$ cat src/rtl/uart_pkg.sv
// rtl/uart_pkg.sv - shared uart types and constants
package uart_pkg;

    typedef enum logic [1:0] {
        S_IDLE,
        S_SEND,
        S_WAIT_BUSY,
        S_WAIT_DONE
    } tx_feed_state_t;

    localparam int UART_DATA_BITS_DEFAULT = 8;
    localparam int TX_BUSY_TIMEOUT        = 4;

endpackage

$ cat src/rtl/uart_tx_fifo_if.sv
// rtl/uart_tx_fifo_if.sv - producer byte handshake into the uart tx fifo
interface uart_tx_fifo_if
    import uart_pkg::*;
#(
    parameter int DATA_BITS = UART_DATA_BITS_DEFAULT
) ();

    logic [DATA_BITS-1:0] in_data;
    logic                 in_valid;
    logic                 in_ready;

    // Producer side drives data/valid and watches ready.
    modport master (
        output in_data,
        output in_valid,
        input  in_ready
    );

    // FIFO side consumes data/valid and reports ready.
    modport slave (
        input  in_data,
        input  in_valid,
        output in_ready
    );

endinterface

$ cat src/rtl/uart_sync_fifo.sv
// rtl/uart_sync_fifo.sv - single-clock fifo with wrap-bit pointers and registered ready
module uart_sync_fifo #(
    parameter int WIDTH = 8,
    parameter int DEPTH = 16
) (
    input  logic                     clock,
    input  logic                     reset,
    input  logic                     push,
    input  logic [WIDTH-1:0]         wr_data,
    input  logic                     pop,
    output logic [WIDTH-1:0]         rd_data,
    output logic                     ready,
    output logic                     empty,
    output logic [$clog2(DEPTH):0]   count
);

    localparam int AW = $clog2(DEPTH);
    localparam int PW = AW + 1;

    logic [WIDTH-1:0] mem [DEPTH];
    logic [PW-1:0]    wr_ptr;
    logic [PW-1:0]    rd_ptr;
    logic [PW-1:0]    wr_ptr_nxt;
    logic [PW-1:0]    rd_ptr_nxt;
    logic [PW-1:0]    count_nxt;
    logic             full;
    logic             do_push;
    logic             do_pop;
    logic             ready_q;

    // Pointer compare: full when only the wrap bits differ, empty when identical.
    always_comb begin
        full       = (wr_ptr[AW] != rd_ptr[AW]) && (wr_ptr[AW-1:0] == rd_ptr[AW-1:0]);
        empty      = (wr_ptr == rd_ptr);
        do_push    = push && ready_q && !full;
        do_pop     = pop && !empty;
        wr_ptr_nxt = wr_ptr + {{AW{1'b0}}, do_push};
        rd_ptr_nxt = rd_ptr + {{AW{1'b0}}, do_pop};
        count_nxt  = wr_ptr_nxt - rd_ptr_nxt;
        count      = wr_ptr - rd_ptr;
        rd_data    = mem[rd_ptr[AW-1:0]];
        ready      = ready_q;
    end

    // Pointers advance on accepted push/pop; ready is the registered not-full of the next state.
    always_ff @(posedge clock or negedge reset) begin
        if (!reset) begin
            wr_ptr  <= '0;
            rd_ptr  <= '0;
            ready_q <= 1'b0;
        end else begin
            wr_ptr  <= wr_ptr_nxt;
            rd_ptr  <= rd_ptr_nxt;
            ready_q <= (count_nxt != PW'(DEPTH));
        end
    end

    // Storage write; contents need no reset since the pointers define validity.
    always_ff @(posedge clock) begin
        if (do_push) begin
            mem[wr_ptr[AW-1:0]] <= wr_data;
        end
    end

endmodule

$ cat src/rtl/uart_tx_fifo.sv
// rtl/uart_tx_fifo.sv - byte fifo plus send sequencer feeding the uart transmitter
module uart_tx_fifo
    import uart_pkg::*;
#(
    parameter int DATA_BITS = UART_DATA_BITS_DEFAULT,
    parameter int DEPTH     = 16
) (
    input  logic                     clock,
    input  logic                     reset,
    uart_tx_fifo_if.slave            in_if,
    output logic [DATA_BITS-1:0]     tx_data,
    output logic                     tx_send,
    input  logic                     tx_busy,
    output logic [$clog2(DEPTH):0]   count,
    output logic                     idle
);

    localparam int TW = (TX_BUSY_TIMEOUT > 1) ? $clog2(TX_BUSY_TIMEOUT) : 1;

    tx_feed_state_t        state;
    logic [TW-1:0]         wait_cnt;
    logic [DATA_BITS-1:0]  head_data;
    logic                  fifo_ready;
    logic                  fifo_empty;
    logic                  push;
    logic                  pop;

    uart_sync_fifo #(
        .WIDTH (DATA_BITS),
        .DEPTH (DEPTH)
    ) u_fifo (
        .clock   (clock),
        .reset   (reset),
        .push    (push),
        .wr_data (in_if.in_data),
        .pop     (pop),
        .rd_data (head_data),
        .ready   (fifo_ready),
        .empty   (fifo_empty),
        .count   (count)
    );

    // Handshake and pop qualification; pop only from idle with the line free.
    always_comb begin
        in_if.in_ready = fifo_ready;
        push           = in_if.in_valid && fifo_ready;
        pop            = (state == S_IDLE) && !fifo_empty && !tx_busy;
        idle           = fifo_empty && (state == S_IDLE) && !tx_busy;
    end

    // Sequencer: latch head byte, pulse send once, then track the uart busy window.
    always_ff @(posedge clock or negedge reset) begin
        if (!reset) begin
            state    <= S_IDLE;
            tx_data  <= '0;
            tx_send  <= 1'b0;
            wait_cnt <= '0;
        end else begin
            tx_send <= 1'b0;
            case (state)
                S_IDLE: begin
                    if (pop) begin
                        tx_data <= head_data;
                        state   <= S_SEND;
                    end
                end
                S_SEND: begin
                    tx_send  <= 1'b1;
                    wait_cnt <= '0;
                    state    <= S_WAIT_BUSY;
                end
                S_WAIT_BUSY: begin
                    // A uart that never reports busy must not stall the queue.
                    if (tx_busy) begin
                        state <= S_WAIT_DONE;
                    end else if (wait_cnt == TW'(TX_BUSY_TIMEOUT - 1)) begin
                        state <= S_IDLE;
                    end else begin
                        wait_cnt <= wait_cnt + 1'b1;
                    end
                end
                S_WAIT_DONE: begin
                    if (!tx_busy) begin
                        state <= S_IDLE;
                    end
                end
                default: state <= S_IDLE;
            endcase
        end
    end

endmodule

$ cat src/flat_wrapper.sv
// flat-port wrapper written by rule: the top's interface ports become plain ports
module uart_tx_fifo_flat import uart_pkg::*;
#(
    parameter int DATA_BITS = UART_DATA_BITS_DEFAULT,
    parameter int DEPTH     = 16
)
  (clock, reset, tx_data, tx_send, tx_busy, count, idle, in_if_in_data, in_if_in_valid, in_if_in_ready);
  uart_tx_fifo_if #(.DATA_BITS(DATA_BITS)) in_if_i ();
  input  logic clock;
  input  logic reset;
  output logic [DATA_BITS-1:0] tx_data;
  output logic tx_send;
  input  logic tx_busy;
  output logic [$clog2(DEPTH):0] count;
  output logic idle;
  input wire logic [$bits(in_if_i.in_data)-1:0] in_if_in_data;
  input wire logic [$bits(in_if_i.in_valid)-1:0] in_if_in_valid;
  output wire logic [$bits(in_if_i.in_ready)-1:0] in_if_in_ready;
  assign in_if_i.in_data = in_if_in_data;
  assign in_if_i.in_valid = in_if_in_valid;
  assign in_if_in_ready = in_if_i.in_ready;
  uart_tx_fifo #(.DATA_BITS(DATA_BITS), .DEPTH(DEPTH)) u_core (.clock(clock), .reset(reset), .in_if(in_if_i), .tx_data(tx_data), .tx_send(tx_send), .tx_busy(tx_busy), .count(count), .idle(idle));
endmodule
$ cat config.mk
export PLATFORM = sky130hd
export DESIGN_NAME = uart_tx_fifo_flat
export DESIGN_NICKNAME = d
export VERILOG_FILES = /design/src/rtl/uart_pkg.sv /design/src/rtl/uart_tx_fifo_if.sv /design/src/rtl/uart_sync_fifo.sv /design/src/rtl/uart_tx_fifo.sv /design/src/flat_wrapper.sv
export SDC_FILE = /design/constraint.sdc
export NUM_CORES = 1
export LEC_CHECK = 0
export ABC_AREA = 1
export BUFFER_PORTS_ARGS = -buffer_cell sky130_fd_sc_hd__clkbuf_2
export CORE_ASPECT_RATIO = 0.6
export CORE_MARGIN = 1.5
export CORE_UTILIZATION = 40
export DETAILED_ROUTE_END_ITERATION = 10
export MAX_ROUTING_LAYER = met4
export SYNTH_ARGS = -nofsm -noshare
export SYNTH_HDL_FRONTEND = slang
export SYNTH_SLANG_ARGS = --single-unit
$ cat constraint.sdc
create_clock -name clock -period 8.67 [get_ports clock]
set_input_delay 0.867 -clock clock [delete_from_list [all_inputs] [get_ports clock]]
set_output_delay 0.867 -clock clock [all_outputs]
set_load 0.005 [all_outputs]
==> run summary, run 1 <==
The flow ran to the end, and the final reports show no timing, DRC or antenna violations. The number of nets in the layout is 731, and the portion of the post-synthesis area used by sequential elements is 65.3%. The die is 104 µm tall.

In this run the remaining antenna-violating nets after routing total 0. In the final timing run, aggregate negative setup slack is 0 ps. The period utilization was 49.7%.

Measured in cells, the most critical reg-to-reg path has a length of 17. The tools report the startpoint kind of the worst setup timing path as a flop. Clock skew on the completed layout was measured at 6.69 ps. The library cell used most frequently in the layout, excluding fill and tap cells, is sky130_fd_sc_hd__nand2_1.

The first global-routing pass estimated 26100 µm of wire. STA classifies the critical path endpoint as a flop. Max-cap violations in this run came to 0. The number of clock buffers inserted by TritonCTS is 17, and the number of violations reported at the end of detailed-routing iteration 0 is 496. The tools report the count of cell types in the netlist as 30. TritonCTS built the clock tree. In the synthesized netlist, the number of instances is 670. The H-tree was split into 4 levels. For this configuration, the core starts out at a cell density of 41.4%.

The width of the die is 171 µm. The cell area power density came out at 358 nW/µm². Insertion delay of the later-clocked pin in the worst-skew pair: 420 ps. At the pin with the least slew margin, the transition time is 1230 ps. After clock tree synthesis, the clock-pin slew on the worst setup and hold paths is 60 ps.

Headroom to the max-slew limit came out at 17.2%. In this run the critical register-to-register path is captured at u_core.u_fifo.ready$_DFF_PN0_. The min-delay analysis places its worst path in the category in -> async.

The synthesized area per cell is 10.2 µm². In this run the critical register-to-register path is launched from u_core.u_fifo.rd_ptr[2]$_DFF_PN0_. Among all stages on the critical path, the largest delay is contributed by sky130_fd_sc_hd__dfrtp_1.

The area added between synthesis and finish is 14.1%, and the number of hold-repair buffers added at the cts stage is 0. Summed over all cells, the static leakage comes to 0.00333 µW. The shortest clock period the worst path allows after layout was 4310 ps. Summing over every cut layer, the via total after detailed routing is 4747.

The maximum count of clock buffers along a single path was 2; the area occupied by multi-input gates was 1960 µm². Summed over all nets, the half-perimeter wirelength after detailed placement is 10700 µm. For the worst setup path, the data arrival time is 4610 ps. The routed wire length is 16700 µm, and the utilization of the core after routing is 47.2%. The run gives 0 as the quantity of gates resized following cts. The area used by sequential logic in the layout was 4450 µm²; the peak per-stage delay on the critical path was 830 ps. In this run the core area contains 36 standard-cell rows. After detailed routing, the number of remaining DRC violations is 0.

At the end of routability-driven placement, the weighted congestion stood at 0.855. The critical path buffer and inverter count was 4. The logs give 0 for the initial antenna violation count and 4360 ps for the register-to-register setup slack.

Counting the fill cells in the layout gives 1498. The post-CTS setup repair buffer count is 0. After floorplanning, the core was sized to cover 16400 µm². VDD sags by at most 0.230 mV.

Walking the worst path, the cells encountered are clkinv_1 -> ha_1 -> nand2_1 -> nor2_1 -> nand2_2 -> nand3b_4 -> inv_2 -> ha_1 -> xor2_1 -> inv_1 -> ha_1 -> a21oi_1 -> inv_1 -> nand2_1 -> nand2_1 -> nor2_1 -> nand3_1. In the layout the commonest cells are 268 x sky130_fd_sc_hd__nand2_1, 128 x sky130_fd_sc_hd__edfxtp_1, 72 x sky130_fd_sc_hd__nand3_1, 59 x sky130_fd_sc_hd__inv_1, 27 x sky130_fd_sc_hd__clkbuf_2. During synthesis, Yosys emitted a total of 0 warnings. Kind of cell with the highest combined delay on the critical path: adder cells.

The clock root buffer is sky130_fd_sc_hd__clkbuf_16. The global router's overall resource usage was 20.6%; the post-detailed-route wirelength per cell was 17.6 µm. The share of synthesized registers carrying an async set or reset is 15.8%, and the via density per instance is 5.01. The top fanout value on the critical path came out at 20. The kind of critical path is reg -> reg.

The number of setup violations in the final report was 0. The residual overflow from global routing is 0, and the total of flip-flops plus latches after synthesis is 152. The number of port buffers is 27. Counting flops with a built-in enable in the synthesized netlist gives 128. The net count after synthesis was 695.

The area of the mapped netlist was 6800 µm²; the maximum number of pins on one net before global-route repair was 68. The tools report the final hold violation count as 0. Timing would allow up to 0.232 GHz. The first detailed-routing pass took 5 iterations. Setup repair after global routing left no endpoint under its margin.

The run gives 4549 as the number of global-route vias before repair. Among all flip-flop cells after synthesis, the most frequent one is sky130_fd_sc_hd__edfxtp_1. CTS saw 152 sinks. The floorplan step defined a die boundary enclosing 17800 µm².

28 I/O pins were placed. 0 antenna diodes ended up in the layout. STA puts the critical path data required time at 8970 ps. The run gives 0 as the final max-slew violation count. The post-route netlist has 12.0% of its cells at a drive strength greater than 1.
## routing by layer
layer  vias up  routed length [µm]  global-route usage, %  part of all wire, %
met3        16                1260                   4.00                  7.6
li1       2276                   -                      -                    -
met1      2279                8410                   32.1                   51
met5         -                   0                      -                    0
met4         0                 138                   5.51                 0.83
met2       176                6840                   27.0                   41
## layout make-up
type                       instances  area share (%)
sequential                       152            57.3
multi-input combinational        428            25.2
clock buffer                      22            6.40
tap                              228            3.68
timing repair buffer              43            3.29
inverter                          64            3.10
clock inverter                    10            1.03
## how the worst max path moves through the flow
stage / startpoint / to / depth (start not counted)
final: u_core.u_fifo.rd_ptr[2]$_DFF_PN0_ / u_core.u_fifo.ready$_DFF_PN0_ / 17
after global routing: u_core.u_fifo.rd_ptr[2]$_DFF_PN0_ / u_core.u_fifo.ready$_DFF_PN0_ / 17
after CTS: u_core.u_fifo.rd_ptr[2]$_DFF_PN0_ / u_core.u_fifo.ready$_DFF_PN0_ / 17
after detailed placement: u_core.u_fifo.rd_ptr[2]$_DFF_PN0_ / u_core.u_fifo.ready$_DFF_PN0_ / 16
after global placement: u_core.u_fifo.rd_ptr[2]$_DFF_PN0_ / u_core.u_fifo.ready$_DFF_PN0_ / 17
after floorplan: u_core.u_fifo.rd_ptr[2]$_DFF_PN0_ / u_core.u_fifo.ready$_DFF_PN0_ / 18
## sequential cells by signal (all words and copies together) (netlist names)
register              cells
u_core.u_fifo.mem       128
u_core.wait_cnt           2
u_core.state              2
u_core.u_fifo.ready       1
u_core.tx_data            8
u_core.u_fifo.wr_ptr      5
u_core.tx_send            1
u_core.u_fifo.rd_ptr      5
## stage by stage
| stage | cells | total power, µW | area, µm² | setup WS (ps) | hold slack [ps] |
|---|---|---|---|---|---|
| finish | 947 | 2780 | 7760 | 4360 | 458 |
| global route | 947 | 2960 | 7760 | 3960 | 499 |
| CTS | 947 | 2780 | 7760 | 4350 | 466 |
| detailed placement | 915 | 2050 | 7180 | 4390 | 473 |
| global placement | 915 | 2030 | 7180 | 4530 | 459 |
| floorplan | 670 | 1720 | 6800 | 5620 | 450 |
## synthesized netlist by cell type, types with 2 or more instances
library cell / number / area share [%]
sky130_fd_sc_hd__a21oi_1: 6 / 0.44
sky130_fd_sc_hd__buf_2: 12 / 0.88
sky130_fd_sc_hd__buf_4: 9 / 0.99
sky130_fd_sc_hd__buf_6: 2 / 0.33
sky130_fd_sc_hd__clkbuf_1: 3 / 0.17
sky130_fd_sc_hd__dfrtp_1: 24 / 8.8
sky130_fd_sc_hd__edfxtp_1: 128 / 57
sky130_fd_sc_hd__ha_1: 12 / 2.2
sky130_fd_sc_hd__inv_1: 59 / 3.3
sky130_fd_sc_hd__inv_2: 4 / 0.22
sky130_fd_sc_hd__nand2_1: 268 / 15
sky130_fd_sc_hd__nand3_1: 72 / 5.3
sky130_fd_sc_hd__nor2_1: 25 / 1.4
sky130_fd_sc_hd__nor3_1: 16 / 1.2
sky130_fd_sc_hd__o21ai_0: 11 / 0.81
sky130_fd_sc_hd__or2_2: 2 / 0.18
sky130_fd_sc_hd__xor2_1: 4 / 0.52
## report_power, final
group	leakage, µW	switching (µW)	internal (µW)	total (µW)
clock network	0.000281	306	414	719
logic	0.00161	730	342	1070
registers	0.00144	80.2	906	986
## logic make-up after synthesis
group                      synth area share [%]
and+or+nand+nor                            24.0
AOI/OAI and AO/OA                          1.32
xor gates and xnor gates                  0.883
buffers and inverters                      5.90
DFF                                        65.3
adders and majority gates                  2.50
Note: power is estimated with default switching activity, not from simulation.
==> run 2, diff against run 1 <==
Clock period 8.67 ns to 3.5 ns, I/O delays scaled along.
==> run 2 against run 1 <==
  * Sequential power is 140% higher
  * Worst setup slack worse by 4100 ps
  * Register-to-register slack worse by 4100 ps
  * First-iteration DRC count is 25% higher
  * Combinational power grew to 2.5 times the previous value
  * Core utilization is 0.50 points higher
  * Cell area is 1.1% higher
  * Hold slack worse by 170 ps
  * Cell count is 0.53% higher
  * Sequential share of layout area is 0.60 points lower
  * Non-clock buffer count is 5 higher
  * Critical path depth is 1 lower
  * Largest power group unchanged
  * Highest routed layer unchanged
==> run summary, run 2 (synthesis gave the netlist of run 1 again) <==
The run finished with clean final reports. The die area is 17800 µm². The logs give 0 for the count of nets left with antenna violations after detail routing and 38.7% for the combinational group share of total power.

The routed layout has 4806 vias. The clock root buffer is sky130_fd_sc_hd__clkbuf_16. For this design the total switching power over the nets is 2780 µW. The tools report the number of violations reported at the end of detailed-routing iteration 0 as 622. The period utilization came out at 92.0%.

The area added between synthesis and finish works out to 15.3%. The worst setup path is captured at a flop. The count of inserted antenna diode cells came out at 0. TritonCTS built the clock tree. The flip-flop count of the largest register after layout is 128, and the routed wire length is 16900 µm. After clock tree synthesis, the clock-pin slew on the worst setup and hold paths is 60 ps. The tool flagged a number of max-cap violations equal to 0. For this configuration, the core starts out at a cell density of 41.4%. The tightest hold path in the finished design has a slack of 292 ps.

Counting along the longest clock path gives a buffer depth of 2. Setup repair after global routing left no endpoint under its margin. Dividing the detail-routed via count by the number of cells gives 5.05. The maximum clock frequency came out at 0.311 GHz. The first detailed-routing pass took 6 iterations. Power spread over the standard cell area amounts to 897 nW/µm². Most frequent standard cell in the layout excluding fill and tap cells: sky130_fd_sc_hd__nand2_1. The placed instance area was 7210 µm². The final hold violation count came out at 0. The total area inside the core boundary comes to 16400 µm². The portion of total power attributed to the clock network is 27.1%. Of the total power, registers draw 34.3%. In this run the worst hold path is classified as in -> reg. The clock drives 152 sinks. The initial antenna violation count is 0, and the insertion delay of the later-clocked pin in the worst-skew pair is 420 ps.

For the quantity of gates resized following cts, the log shows 0. The congestion estimate from routability-driven global placement came to 0.919. Row generation in the floorplan step produced 36 rows. The number of H-tree levels was 4; the leakage power of the design was 0.00337 µW. The number of port buffers was 27. The most critical setup path has its startpoint at u_core.u_fifo.rd_ptr[3]$_DFF_PN0_. In the layout the commonest cells are 268 x sky130_fd_sc_hd__nand2_1, 128 x sky130_fd_sc_hd__edfxtp_1, 72 x sky130_fd_sc_hd__nand3_1, 59 x sky130_fd_sc_hd__inv_1, 27 x sky130_fd_sc_hd__clkbuf_2.

The finished cells cover 7840 µm². For the pin with the worst max-slew slack, the measured transition is 1120 ps. In this run the tightest slew margin relative to its limit is 25.0%.

The final max-slew violation count is 0. Global routing finished with a remaining overflow of 0. Counting the fill cells in the layout gives 1512. The worst register-to-register path begins at u_core.u_fifo.rd_ptr[3]$_DFF_PN0_. Data on the critical path is required at its endpoint by 3790 ps. In this run the worst path has a maximum fanout of 17. Number of setup violations in the final report: 0.

Across the VDD grid, the largest voltage drop is 0.394 mV. The utilization of the core after routing was 47.7%. The first global-routing pass estimated 26300 µm of wire.

For the finished layout, the period the worst path requires is 3220 ps. The startpoint kind of the worst setup timing path was a flop. Detailed placement finished with a half-perimeter wire length of 11200 µm. In the global route stage, overall resource usage came out at 20.6%. The worst hold path begins at tx_busy. Kind of critical path: reg -> reg. In the final routed layout, each cell accounts on average for 17.8 µm.

The switching share of power was 39.5%; the width of the die was 171 µm. The die height was 104 µm; the accumulated negative setup slack was 0 ps. The setup skew after layout was 10.5 ps. The number of clock buffers inserted by TritonCTS is 17. The tools report the number of nets in the layout as 736.

28 I/O pins were placed. For the internal power, the log shows 4250 µW. Of the cells placed in the final design, the portion with a size suffix greater than 1 is 12.7%. Entering global routing, the biggest net connects 68 pins. The number of global-route vias before repair came out at 4559.

The tools report the number of design rule violations left after detail routing as 0. For the arrival time reported for the critical path endpoint, the log shows 3510 ps.
==> run 2: power by group through the flow <==
stage	Sequential, µW	Clock, µW	Combinational (µW)
after floorplan	2390	0	1870
after global placement	2440	0	2630
after detailed placement	2440	0	2690
after CTS	2410	1920	2710
after global routing	2440	2000	3040
final	2410	1900	2720
==> run 2: area by class of cell <==
type | count | area, µm² | share of cell area, %
clock buffers | 17 | 425 | 5.43
clock inverters | 15 | 194 | 2.47
inverters | 64 | 240 | 3.06
multi-input cells | 428 | 1960 | 24.9
flip-flops and latches | 152 | 4450 | 56.7
well taps | 228 | 285 | 3.64
repair buffers | 48 | 295 | 3.77
==> run 2: worst max-delay path: stages (launching register included) <==
cell and delay (ps):
sky130_fd_sc_hd__dfrtp_1 550, sky130_fd_sc_hd__inv_2 180, sky130_fd_sc_hd__ha_1 370, sky130_fd_sc_hd__nand2_1 80
sky130_fd_sc_hd__nor2_1 200, sky130_fd_sc_hd__nand2b_2 100, sky130_fd_sc_hd__nand3_4 170, sky130_fd_sc_hd__inv_1 80
sky130_fd_sc_hd__ha_1 200, sky130_fd_sc_hd__ha_1 290, sky130_fd_sc_hd__ha_1 290, sky130_fd_sc_hd__a21oi_1 210
sky130_fd_sc_hd__inv_1 80, sky130_fd_sc_hd__nand2_1 70, sky130_fd_sc_hd__nand2_1 50, sky130_fd_sc_hd__nor2_1 90
sky130_fd_sc_hd__nand3_1 80
==> run 2: what timing repair did <==
action,CTS,global route
hold endpoints to repair,24,0
hold buffers,1,0
buffers inserted,0,0
==> run 2: path summary, 6_finish.rpt <==
kind,slack (ps),cells past startpoint,endpoint
worst max-delay path,280,16,u_core.u_fifo.ready$_DFF_PN0_
worst min-delay path,290,3,u_core.state[0]$_DFFE_PN0P_
worst max register to register,280,16,u_core.u_fifo.ready$_DFF_PN0_
worst min register to register,480,1,u_core.wait_cnt[0]$_DFFE_PN0P_
max in group asynchronous,2560,2,u_core.u_fifo.rd_ptr[0]$_DFF_PN0_
min in group asynchronous,480,2,u_core.wait_cnt[0]$_DFFE_PN0P_
==> run 2: metrics by stage <==
step	cells	setup WS [ps]	total power (µW)
after floorplan	670	449	4260
after global placement	919	459	5070
after detailed placement	919	362	5130
after CTS	952	340	7040
after global routing	952	76.5	7470
final	952	281	7030
==> run 2: layer usage <==
layer / global-route usage (%) / share of wire (%)
met4: 5.51 / 1.0
met3: 4.34 / 8.2
met1: 32.0 / 50
met2: 27.0 / 41
met5: - / 0
